--- src/rtl/rb_arb_pkg.sv ---
// Shared sizing constants and slot record for the readback arbiter.
package rb_arb_pkg;

  localparam int unsigned RB_N_CH    = 6;
  localparam int unsigned RB_DATA_W  = 28;
  localparam int unsigned RB_ADDR_W  = 4;
  localparam int unsigned RB_PTR_RST = RB_N_CH - 1;

  typedef struct packed {
    logic                 full;
    logic                 urgent;
    logic [RB_DATA_W-1:0] payload;
  } slot_t;

endpackage

--- src/rtl/rr_pick.sv ---
// Combinational round-robin picker: first set mask bit searching upward from last+1, wrapping.
module rr_pick
  import rb_arb_pkg::*;
#(
  parameter int unsigned N  = RB_N_CH,
  parameter int unsigned IW = $clog2(N)
) (
  input  logic [N-1:0]  mask,
  input  logic [IW-1:0] last,
  output logic [N-1:0]  grant,
  output logic [IW-1:0] idx,
  output logic          any
);

  logic [IW-1:0] cand;

  always_comb begin
    grant = '0;
    idx   = '0;
    any   = 1'b0;
    cand  = '0;
    for (int unsigned k = 1; k <= N; k++) begin
      cand = IW'((32'(last) + k) % N);
      if (!any && mask[cand]) begin
        any         = 1'b1;
        idx         = cand;
        grant[cand] = 1'b1;
      end
    end
  end

endmodule

--- src/rtl/readback_arbiter.sv ---
// Serialises per-channel readback words into one output port, round-robin with one-entry slots.
// Optional RB_ARB_URGENT_EN: urgent-tagged slots win over normal ones and drive out_urgent.
module readback_arbiter
  import rb_arb_pkg::*;
#(
  parameter int unsigned N_CH   = RB_N_CH,
  parameter int unsigned DATA_W = RB_DATA_W,
  parameter int unsigned ADDR_W = RB_ADDR_W
) (
  input  logic                   clk,
  input  logic                   rst_n,
  input  logic [N_CH-1:0]        req,
  input  logic [N_CH*DATA_W-1:0] bus_in,
  output logic [N_CH-1:0]        busy,
  output logic                   out_stb,
  output logic [DATA_W-1:0]      out_data,
  output logic [ADDR_W-1:0]      out_addr,
  input  logic                   out_rdy,
  output logic [N_CH-1:0]        ovf,
`ifdef RB_ARB_URGENT_EN
  input  logic [N_CH-1:0]        urgent,
  output logic                   out_urgent,
`endif
  input  logic                   ovf_clr
);

  localparam int unsigned IW = $clog2(N_CH);

  slot_t              slot_q [N_CH];
  slot_t              slot_d [N_CH];
  logic [N_CH-1:0]    full_vec;
  logic [N_CH-1:0]    ovf_d;
  logic [IW-1:0]      ptr_q, ptr_d;
  logic [IW-1:0]      win;
  logic [N_CH-1:0]    win_oh;
  logic               win_any;
  logic               out_stb_d;
  logic [DATA_W-1:0]  out_data_d;
  logic [ADDR_W-1:0]  out_addr_d;

  always_comb begin
    full_vec = '0;
    for (int unsigned i = 0; i < N_CH; i++) full_vec[i] = slot_q[i].full;
  end

  assign busy = full_vec;

`ifdef RB_ARB_URGENT_EN
  logic [N_CH-1:0] urg_vec, u_grant, n_grant;
  logic [IW-1:0]   u_idx, n_idx;
  logic            u_any, n_any;
  logic            out_urgent_d;

  always_comb begin
    urg_vec = '0;
    for (int unsigned i = 0; i < N_CH; i++) urg_vec[i] = slot_q[i].urgent;
  end

  // Urgent slots are searched first; both searches share the same pointer.
  rr_pick #(.N(N_CH), .IW(IW)) u_pick_urg (
    .mask  (full_vec & urg_vec),
    .last  (ptr_q),
    .grant (u_grant),
    .idx   (u_idx),
    .any   (u_any)
  );

  rr_pick #(.N(N_CH), .IW(IW)) u_pick_norm (
    .mask  (full_vec & ~urg_vec),
    .last  (ptr_q),
    .grant (n_grant),
    .idx   (n_idx),
    .any   (n_any)
  );

  assign win     = u_any ? u_idx : n_idx;
  assign win_oh  = u_any ? u_grant : n_grant;
  assign win_any = u_any | n_any;
`else
  rr_pick #(.N(N_CH), .IW(IW)) u_pick (
    .mask  (full_vec),
    .last  (ptr_q),
    .grant (win_oh),
    .idx   (win),
    .any   (win_any)
  );
`endif

  // Capture uses the pre-edge full flags, so a same-cycle drain never frees a slot for capture.
  always_comb begin
    slot_d     = slot_q;
    ovf_d      = ovf_clr ? '0 : ovf;
    ptr_d      = ptr_q;
    out_stb_d  = 1'b0;
    out_data_d = out_data;
    out_addr_d = out_addr;
`ifdef RB_ARB_URGENT_EN
    out_urgent_d = out_urgent;
`endif
    for (int unsigned i = 0; i < N_CH; i++) begin
      if (req[i]) begin
        if (slot_q[i].full) begin
          ovf_d[i] = 1'b1;
        end else begin
          slot_d[i].full    = 1'b1;
          slot_d[i].payload = RB_DATA_W'(bus_in[i*DATA_W +: DATA_W]);
`ifdef RB_ARB_URGENT_EN
          slot_d[i].urgent  = urgent[i];
`else
          slot_d[i].urgent  = 1'b0;
`endif
        end
      end
    end
    if (out_rdy && win_any) begin
      for (int unsigned i = 0; i < N_CH; i++) begin
        if (win_oh[i]) slot_d[i].full = 1'b0;
      end
      out_stb_d  = 1'b1;
      out_data_d = DATA_W'(slot_q[win].payload);
      out_addr_d = ADDR_W'(win);
      ptr_d      = win;
`ifdef RB_ARB_URGENT_EN
      out_urgent_d = slot_q[win].urgent;
`endif
    end
  end

  always_ff @(posedge clk or negedge rst_n) begin
    if (!rst_n) begin
      for (int unsigned i = 0; i < N_CH; i++) slot_q[i] <= '0;
      ovf      <= '0;
      ptr_q    <= IW'(N_CH - 1);
      out_stb  <= 1'b0;
      out_data <= '0;
      out_addr <= '0;
`ifdef RB_ARB_URGENT_EN
      out_urgent <= 1'b0;
`endif
    end else begin
      slot_q   <= slot_d;
      ovf      <= ovf_d;
      ptr_q    <= ptr_d;
      out_stb  <= out_stb_d;
      out_data <= out_data_d;
      out_addr <= out_addr_d;
`ifdef RB_ARB_URGENT_EN
      out_urgent <= out_urgent_d;
`endif
    end
  end

endmodule

--- config.mk ---
export PLATFORM = sky130hd
export DESIGN_NAME = readback_arbiter
export DESIGN_NICKNAME = d
export VERILOG_FILES = /design/src/rtl/rb_arb_pkg.sv /design/src/rtl/rr_pick.sv /design/src/rtl/readback_arbiter.sv
export SDC_FILE = /design/constraint.sdc
export NUM_CORES = 1
export LEC_CHECK = 0
export CAP_MARGIN = 30
export CORE_UTILIZATION = 53
export CTS_CLUSTER_SIZE = 14
export DETAILED_ROUTE_END_ITERATION = 7
export PLACE_DENSITY = 0.83
export SYNTH_ARGS = -nofsm -noshare
export SYNTH_HDL_FRONTEND = slang
export SYNTH_HIERARCHICAL = 1
export SYNTH_SLANG_ARGS = --single-unit
export TNS_END_PERCENT = 20
--- constraint.sdc ---
create_clock -name clk -period 14.05 [get_ports clk]
set_input_delay 2.1075 -clock clk [delete_from_list [all_inputs] [get_ports clk]]
set_output_delay 2.1075 -clock clk [all_outputs]
set_load 0.01 [all_outputs]
==> results.txt, run 1 <==
status - finished clean
worst reg-to-reg path cell count - 18
Clk Latency, worst-skew pair - 0.51 ns
Setup crit end kind - flop
via density per instance - 5.82
DR vias - 7389
pins over their slew limit - 0
most area-consuming cells after synthesis - dfrtp_1 51%, mux2_2 21%, mux4_2 6.2%, nor2_1 2.7%, a221oi_1 1.7%
min-delay worst type - reg2reg
sequential fraction of the synthesis area - 0.511
fraction of layout cells with a size suffix above 1 - 0.317
normalized max-slew margin - 0.302
setup TNS - 0 ns
core area - 19400 um2
Placed Area - 12900 um2
async set-or-reset flop fraction in the synthesized netlist - 1.00
dpl hpwl - 19400 um
Crit-path slowest cell - dfstp_2
Final Hold Violating Endpoints - 0
Crit Path Category - reg2reg
Clk pwr share - 0.155
CTS tree - done
fin nets - 1177
antenna-violating nets left - 0
RePlAce Congestion - 0.892
# IOs - 223
post-layout minimum cycle time - 5.92 ns
top-area cell type share of the netlist area - 0.506
area delta synth->final - 31.6%
YS warnings - 6
Max-cap violations - 0
part of the power in registers - 0.269
switch share - 0.381
distinct cell type count after synthesis - 63
vias in the first global route - 7873
WP data required - 14.44 ns
Post-Syn Nets - 979
worst slew pin tran - 1.04 ns
worst flop-to-flop path startpoint - ptr_q[0]$_DFFE_PN1N_
Worst Hold Depth - 1
Starting Density - 0.540
Int Pwr - 2.60 mW
row cnt - 51
gr ovfl total - 0
pwr dens - 304 nW/um2
worst vdd ir - 251 uV
Final setup viols - 0
Worst Path Arrival - 6.31 ns
Post-Syn Area - 10500 um2
Crit Path Max Fanout - 39
r2r setup slk - 8.13 ns
Combinational Power Share - 0.575
CTS H-tree depth - 1
Post-synth EDFFs - 0
largest net degree at the start of global routing - 137
Net Sw Power - 1.60 mW
die area - 20300 um2
worst clock skew - 0.00887 ns
drt first pass iters - 4
area of the multi-input gates - 4770 um2
Setup crit start kind - flop
Final Cycle Share - 0.421
Post-Syn Area per Cell - 13.2 um2
ANT cells - 0
CP bufs+invs - 4
clk slew on worst S/H paths - 0.06 ns
first-pass GRT wire length - 44300 um
Hold EP - slot_q[93]$_DFFE_PN0P_
CTS resizes - 0
Max Fclk - 0.169 GHz
DIE HEIGHT - 143 um
worst hold path startpoint - slot_q[93]$_DFFE_PN0P_
CP delay by family, top - compound AO/OA/AOI/OAI gates
final WL - 28300 um
# Post-CTS Setup Buffers - 0
CTS Buf Count - 23
CTS Sinks - 214
routed len/inst - 22.3 um
max incr delay on CP - 0.88 ns
post-synth top area cell - dfrtp_1
Initial DRC Count - 429
P_leak - 5.72 nW
Primary FF master, synth - dfrtp_1
PortBufs - 221
hold buffers post-CTS - 0
gr usage total - 0.290
die width - 143 um
drc violations - 0
final instance area - 13800 um2
Sequential Area - 5360 um2
synthesized flop and latch total - 214
RSZ-0062 raised after global routing - no
root buf cell - clkbuf_16
Syn Inst Count - 791
initial antenna violation count - 0
Worst R2R End - out_data[16]$_DFFE_PN0N_
deepest clock path buffer count - 3
crit path cell chain - inv_1 > ha_1 > xor2_2 > inv_1 > ha_1 > nand2b_1 > o21ai_0 > nand3_1 > o211ai_1 > o21a_4 > and4b_1 > nor3_1 > a21oi_4 > buf_4 > buf_16 > mux4_2 > a221oi_1 > nor2_1
Fill cells - 1399
[Yosys cell counts (2+ instances only)]
| cell type | n |
|---|---|
| dfrtp_1 | 212 |
| mux2_2 | 198 |
| nor2_1 | 76 |
| nand2_1 | 34 |
| mux4_2 | 29 |
| buf_2 | 28 |
| a221oi_1 | 20 |
| inv_1 | 18 |
| a21oi_1 | 15 |
| clkbuf_1 | 13 |
| o21ai_0 | 12 |
| ha_1 | 10 |
| mux2_4 | 10 |
| nor2b_1 | 10 |
| a221oi_2 | 9 |
| buf_4 | 9 |
| nor3_1 | 8 |
| nand3_1 | 7 |
| buf_6 | 5 |
| mux2i_1 | 5 |
| a22o_1 | 3 |
| and2_1 | 3 |
| o211ai_1 | 3 |
| o22ai_1 | 3 |
| a211o_1 | 2 |
| a21o_1 | 2 |
| a311o_1 | 2 |
| a31oi_1 | 2 |
| buf_1 | 2 |
| dfstp_2 | 2 |
| inv_2 | 2 |
| nand2b_1 | 2 |
| nand4_1 | 2 |
| nor4b_1 | 2 |
| o21a_4 | 2 |
| xor2_2 | 2 |
[sequential cells by signal, indices dropped and copies added (netlist names)]
name and count:
slot_q 168, out_data 28, busy 6, ovf 6, ptr_q 3, out_addr 2, out_stb 1
[cell families after synthesis]
group                    after synthesis  share of synthesized area
AO/OA/AOI/OAI                         90                     0.0724
XOR/XNOR                               3                    0.00394
adder cells (fa/ha/maj)               10                     0.0119
buffers and inverters                 79                     0.0411
flip-flops                           214                      0.511
multiplexers                         242                      0.294
other                                  1                   0.000358
AND/OR/NAND/NOR                      152                     0.0646
[layout make-up]
type	count	share of cell area
repair buffers	232	0.176
clock buffers	34	0.0498
clock inverters	6	0.00971
inverters	20	0.00545
multi-input cells	498	0.346
well taps	265	0.0241
flip-flops and latches	214	0.389
[placed cells by master, fill, tap and decap left out, drive strengths merged, types with 12 or more instances in the layout]
master	synthesis	final
inv	20	21
mux4	29	29
nor2	77	77
a21oi	16	16
nand2	34	34
mux2	208	208
a221oi	29	29
o21ai	12	12
clkdlybuf4s50	0	220
buf	46	12
clkbuf	13	34
dfrtp	212	212
[how the worst max path moves through the flow]
stage                          from  depth (start not counted)                       end
2_1_floorplan  ptr_q[0]$_DFFE_PN1N_                         21  out_data[19]$_DFFE_PN0N_
3_3_place_gp   ptr_q[0]$_DFFE_PN1N_                         17   out_data[7]$_DFFE_PN0N_
3_5_place_dp   ptr_q[0]$_DFFE_PN1N_                         17  out_data[16]$_DFFE_PN0N_
4_1_cts        ptr_q[0]$_DFFE_PN1N_                         17  out_data[12]$_DFFE_PN0N_
5_1_grt        ptr_q[0]$_DFFE_PN1N_                         18   out_data[9]$_DFFE_PN0N_
6_report       ptr_q[0]$_DFFE_PN1N_                         18  out_data[16]$_DFFE_PN0N_
[power groups by stage]
| stage | combinational [mW] | sequential [mW] | clock [mW] |
|---|---|---|---|
| 4_1_cts | 2.35 | 1.13 | 0.660 |
| 3_3_place_gp | 2.27 | 1.12 | 0 |
| 5_1_grt | 2.58 | 1.17 | 0.687 |
| 3_5_place_dp | 2.34 | 1.13 | 0 |
| 2_1_floorplan | 1.79 | 1.08 | 0 |
| 6_report | 2.41 | 1.13 | 0.651 |
[per-layer routing]
metal  vias to the layer above  share of wire  global-route usage
li1                       3276              -                   -
met1                      3742           0.43               0.389
met2                       316           0.48               0.475
met3                        55          0.064              0.0501
met4                         0          0.027               0.105
met5                         -              0                   0
[per-stage QoR]
stage          total power [mW]  worst slack, ns  hold slack (ns)  std cells  utilization
2_1_floorplan              2.87             9.23            0.466        791            -
3_3_place_gp               3.38             8.20            0.475       1222        0.659
3_5_place_dp               3.47             7.90            0.492       1226        0.664
4_1_cts                    4.14             7.86            0.507       1266        0.706
5_1_grt                    4.43             7.69            0.518       1269        0.710
6_report                   4.20             8.13            0.500       1269        0.710
[worst reg2reg max path: stages, from the launching register on]
cell and delay [ns]:
dfstp_2 0.88, inv_1 0.22, ha_1 0.29, xor2_2 0.31
inv_1 0.15, ha_1 0.29, nand2b_1 0.17, o21ai_0 0.31
nand3_1 0.18, o211ai_1 0.27, o21a_4 0.24, and4b_1 0.39
nor3_1 0.13, a21oi_4 0.30, buf_4 0.34, buf_16 0.29
mux4_2 0.62, a221oi_1 0.33, nor2_1 0.09
Note: power is estimated with default switching activity, not from simulation.
==> inputs of run 2 (changes only) <==
- CORE_UTILIZATION: 53 -> 47
- PLACE_DENSITY: 0.83 -> 0.78
- clock period: 14.05 -> 4.8 ns (I/O delays scaled with it)
==> run 2 against run 1 <==
Fmax increased by 32%. Via count about the same. Combinational power increased to 3.2 times the previous value. Global-route usage decreased by 3.9 points. Setup slack got worse by 7.8 ns. Largest cell class unchanged.
==> results.txt, run 2 (synthesized netlist as in run 1, its figures left out) <==
met3 Usage GRT - 0.0373 (was 0.0501)
final WL - 28500 um (was 28300 um)
min-delay worst type - in2async (was reg2reg)
drt first pass iters - 4 (unchanged)
worst setup path start - ptr_q[1]$_DFFE_PN0N_ (was ptr_q[0]$_DFFE_PN1N_)
die area - 22900 um2 (was 20300 um2)
PortBufs - 221 (unchanged)
initial antenna violation count - 1 (was 0)
RSZ-0062 raised after global routing - no (unchanged)
CTS Sinks - 214 (unchanged)
largest net degree at the start of global routing - 139 (was 137)
Starting Density - 0.480 (was 0.540)
Final Hold Violating Endpoints - 0 (unchanged)
Max Fclk - 0.224 GHz (was 0.169 GHz)
worst reg-to-reg path cell count - 18 (unchanged)
Final Cycle Share - 0.932 (was 0.421)
# IOs - 223 (unchanged)
status - finished clean (unchanged)
CTS Buf Count - 24 (was 23)
Crit Path Max Fanout - 14 (was 39)
area delta synth->final - 35.2% (was 31.6%)
met1 usage - 0.337 (was 0.389)
drc violations - 0 (unchanged)
Clk Latency, worst-skew pair - 0.53 ns (was 0.51 ns)
most common cell after layout, fill and taps aside - clkdlybuf4s50_1 (unchanged)
worst flop-to-flop path startpoint - ptr_q[1]$_DFFE_PN0N_ (was ptr_q[0]$_DFFE_PN1N_)
Pwr Total - 13.0 mW (was 4.20 mW)
gr usage total - 0.251 (was 0.290)
CTS H-tree depth - 1 (unchanged)
clk slew on worst S/H paths - 0.06 ns (about the same)
Top reg by flops - slot_q (unchanged)
Worst Path Arrival - 4.87 ns (was 6.31 ns)
most frequent cells in the layout - 220 x clkdlybuf4s50_1, 211 x dfrtp_1, 198 x mux2_2, 76 x nor2_1, 33 x nand2_1 (was 220 x clkdlybuf4s50_1, 212 x dfrtp_1, 198 x mux2_2, 76 x nor2_1, 33 x nand2_1)
Worst R2R End - out_data[2]$_DFFE_PN0N_ (was out_data[16]$_DFFE_PN0N_)
WP data required - 5.20 ns (was 14.44 ns)
normalized max-slew margin - 0.313 (was 0.302)
Setup crit end kind - flop (unchanged)
Setup crit start kind - flop (unchanged)
crit path cell chain - inv_1 > ha_1 > a21oi_2 > inv_1 > ha_1 > nand2b_1 > nor2_2 > mux2_4 > o211ai_1 > o21a_4 > and4b_2 > nor3_1 > a21oi_4 > buf_12 > buf_12 > mux4_2 > a221oi_1 > nor2_1 (was inv_1 > ha_1 > xor2_2 > inv_1 > ha_1 > nand2b_1 > o21ai_0 > nand3_1 > o211ai_1 > o21a_4 > and4b_1 > nor3_1 > a21oi_4 > buf_4 > buf_16 > mux4_2 > a221oi_1 > nor2_1)
row cnt - 54 (was 51)
GRT busiest layer - met2 (unchanged)
CP delay by family, top - compound AO/OA/AOI/OAI gates (unchanged)
root buf cell - clkbuf_16 (unchanged)
routed len/inst - 21.7 um (was 22.3 um)
Final setup viols - 0 (unchanged)
RePlAce Congestion - 0.939 (was 0.892)
max incr delay on CP - 0.50 ns (was 0.88 ns)
Crit Path Category - reg2reg (unchanged)
fin nets - 1202 (was 1177)
dpl hpwl - 20300 um (was 19400 um)
via density per instance - 5.62 (was 5.82)
r2r setup slk - 0.33 ns (was 8.13 ns)
Initial DRC Count - 336 (was 429)
hold buffers post-CTS - 0 (unchanged)
DR vias - 7385 (was 7389)
biggest registers after layout - slot_q x168, out_data x28 (unchanged)
die width - 151 um (was 143 um)
worst vdd ir - 753 uV (was 251 uV)
met2 usage - 0.415 (was 0.475)
deepest clock path buffer count - 3 (unchanged)
P_leak - 5.90 nW (was 5.72 nW)
CP bufs+invs - 4 (unchanged)
core area - 21800 um2 (was 19400 um2)
Max-cap violations - 0 (unchanged)
max FFs per register - 168 (unchanged)
gr ovfl total - 0 (unchanged)
setup TNS - 0 ns (unchanged)
CTS tree - done (unchanged)
DIE HEIGHT - 151 um (was 143 um)
vias in the first global route - 7749 (was 7873)
fraction of layout cells with a size suffix above 1 - 0.337 (was 0.317)
Crit-path slowest cell - mux4_2 (was dfstp_2)
worst clock skew - 0.0177 ns (was 0.00887 ns)
pins over their slew limit - 0 (unchanged)
post-layout minimum cycle time - 4.47 ns (was 5.92 ns)
first-pass GRT wire length - 43500 um (was 44300 um)
pwr dens - 919 nW/um2 (was 304 nW/um2)
worst slew pin tran - 1.03 ns (was 1.04 ns)
antenna-violating nets left - 0 (unchanged)
fin util - 0.649 (was 0.710)
-- run 2: changes by cell type in the layout (fill, tap and decap cells not counted), moves of 2 or more --
cell	previous run	this run
buf_4	4	19
buf_12	2	7
clkbuf_16	23	26
clkbuf_8	7	5
clkinvlp_4	0	2
-- run 2: layout make-up --
cell class,instances,area [um2]
clock inverters,11,203
fillers,1593,7660
repair buffers,255,2700
diodes,1,2.50
inverters,20,75.1
flip-flops and latches,214,5360
well taps,280,350
multi-input cells,499,4790
clock buffers,33,684
-- run 2: power by group --
part | internal [mW] | leakage [nW] | switching, mW
Sequential | 2.73 | 2.52 | 0.536
Clock | 1.27 | 0.428 | 0.751
Combinational | 4.17 | 2.95 | 3.55
Total | 8.17 | 5.90 | 4.84
-- run 2: worst max path at each step --
stage,end,slack (ns),depth (start not counted)
2_1_floorplan,out_data[19]$_DFFE_PN0N_,0.02,21
3_3_place_gp,out_data[4]$_DFFE_PN0N_,0.25,17
3_5_place_dp,out_data[9]$_DFFE_PN0N_,0.11,17
4_1_cts,out_data[9]$_DFFE_PN0N_,0.08,17
5_1_grt,out_data[1]$_DFFE_PN0N_,0.03,18
6_report,out_data[2]$_DFFE_PN0N_,0.33,18
-- run 2: what timing repair did --
item,CTS,global route
setup buffers,0,4
gates resized for setup,0,5
endpoints found under the setup margin,0,28
-- run 2: routing by layer --
metal	vias to the layer above	routed length (um)
li1	3334	-
met1	3735	12500
met2	269	13700
met3	47	1530
met4	0	747
met5	-	0
-- run 2: per-stage QoR --
step	instance area, um2	setup slack (ns)	hold slack (ns)	instances
2_1_floorplan	10500	0.0193	0.424	791
3_3_place_gp	13000	0.251	0.457	1255
3_5_place_dp	13100	0.113	0.484	1260
4_1_cts	14000	0.0836	0.369	1304
5_1_grt	14200	0.0288	0.421	1313
6_report	14200	0.327	0.325	1313
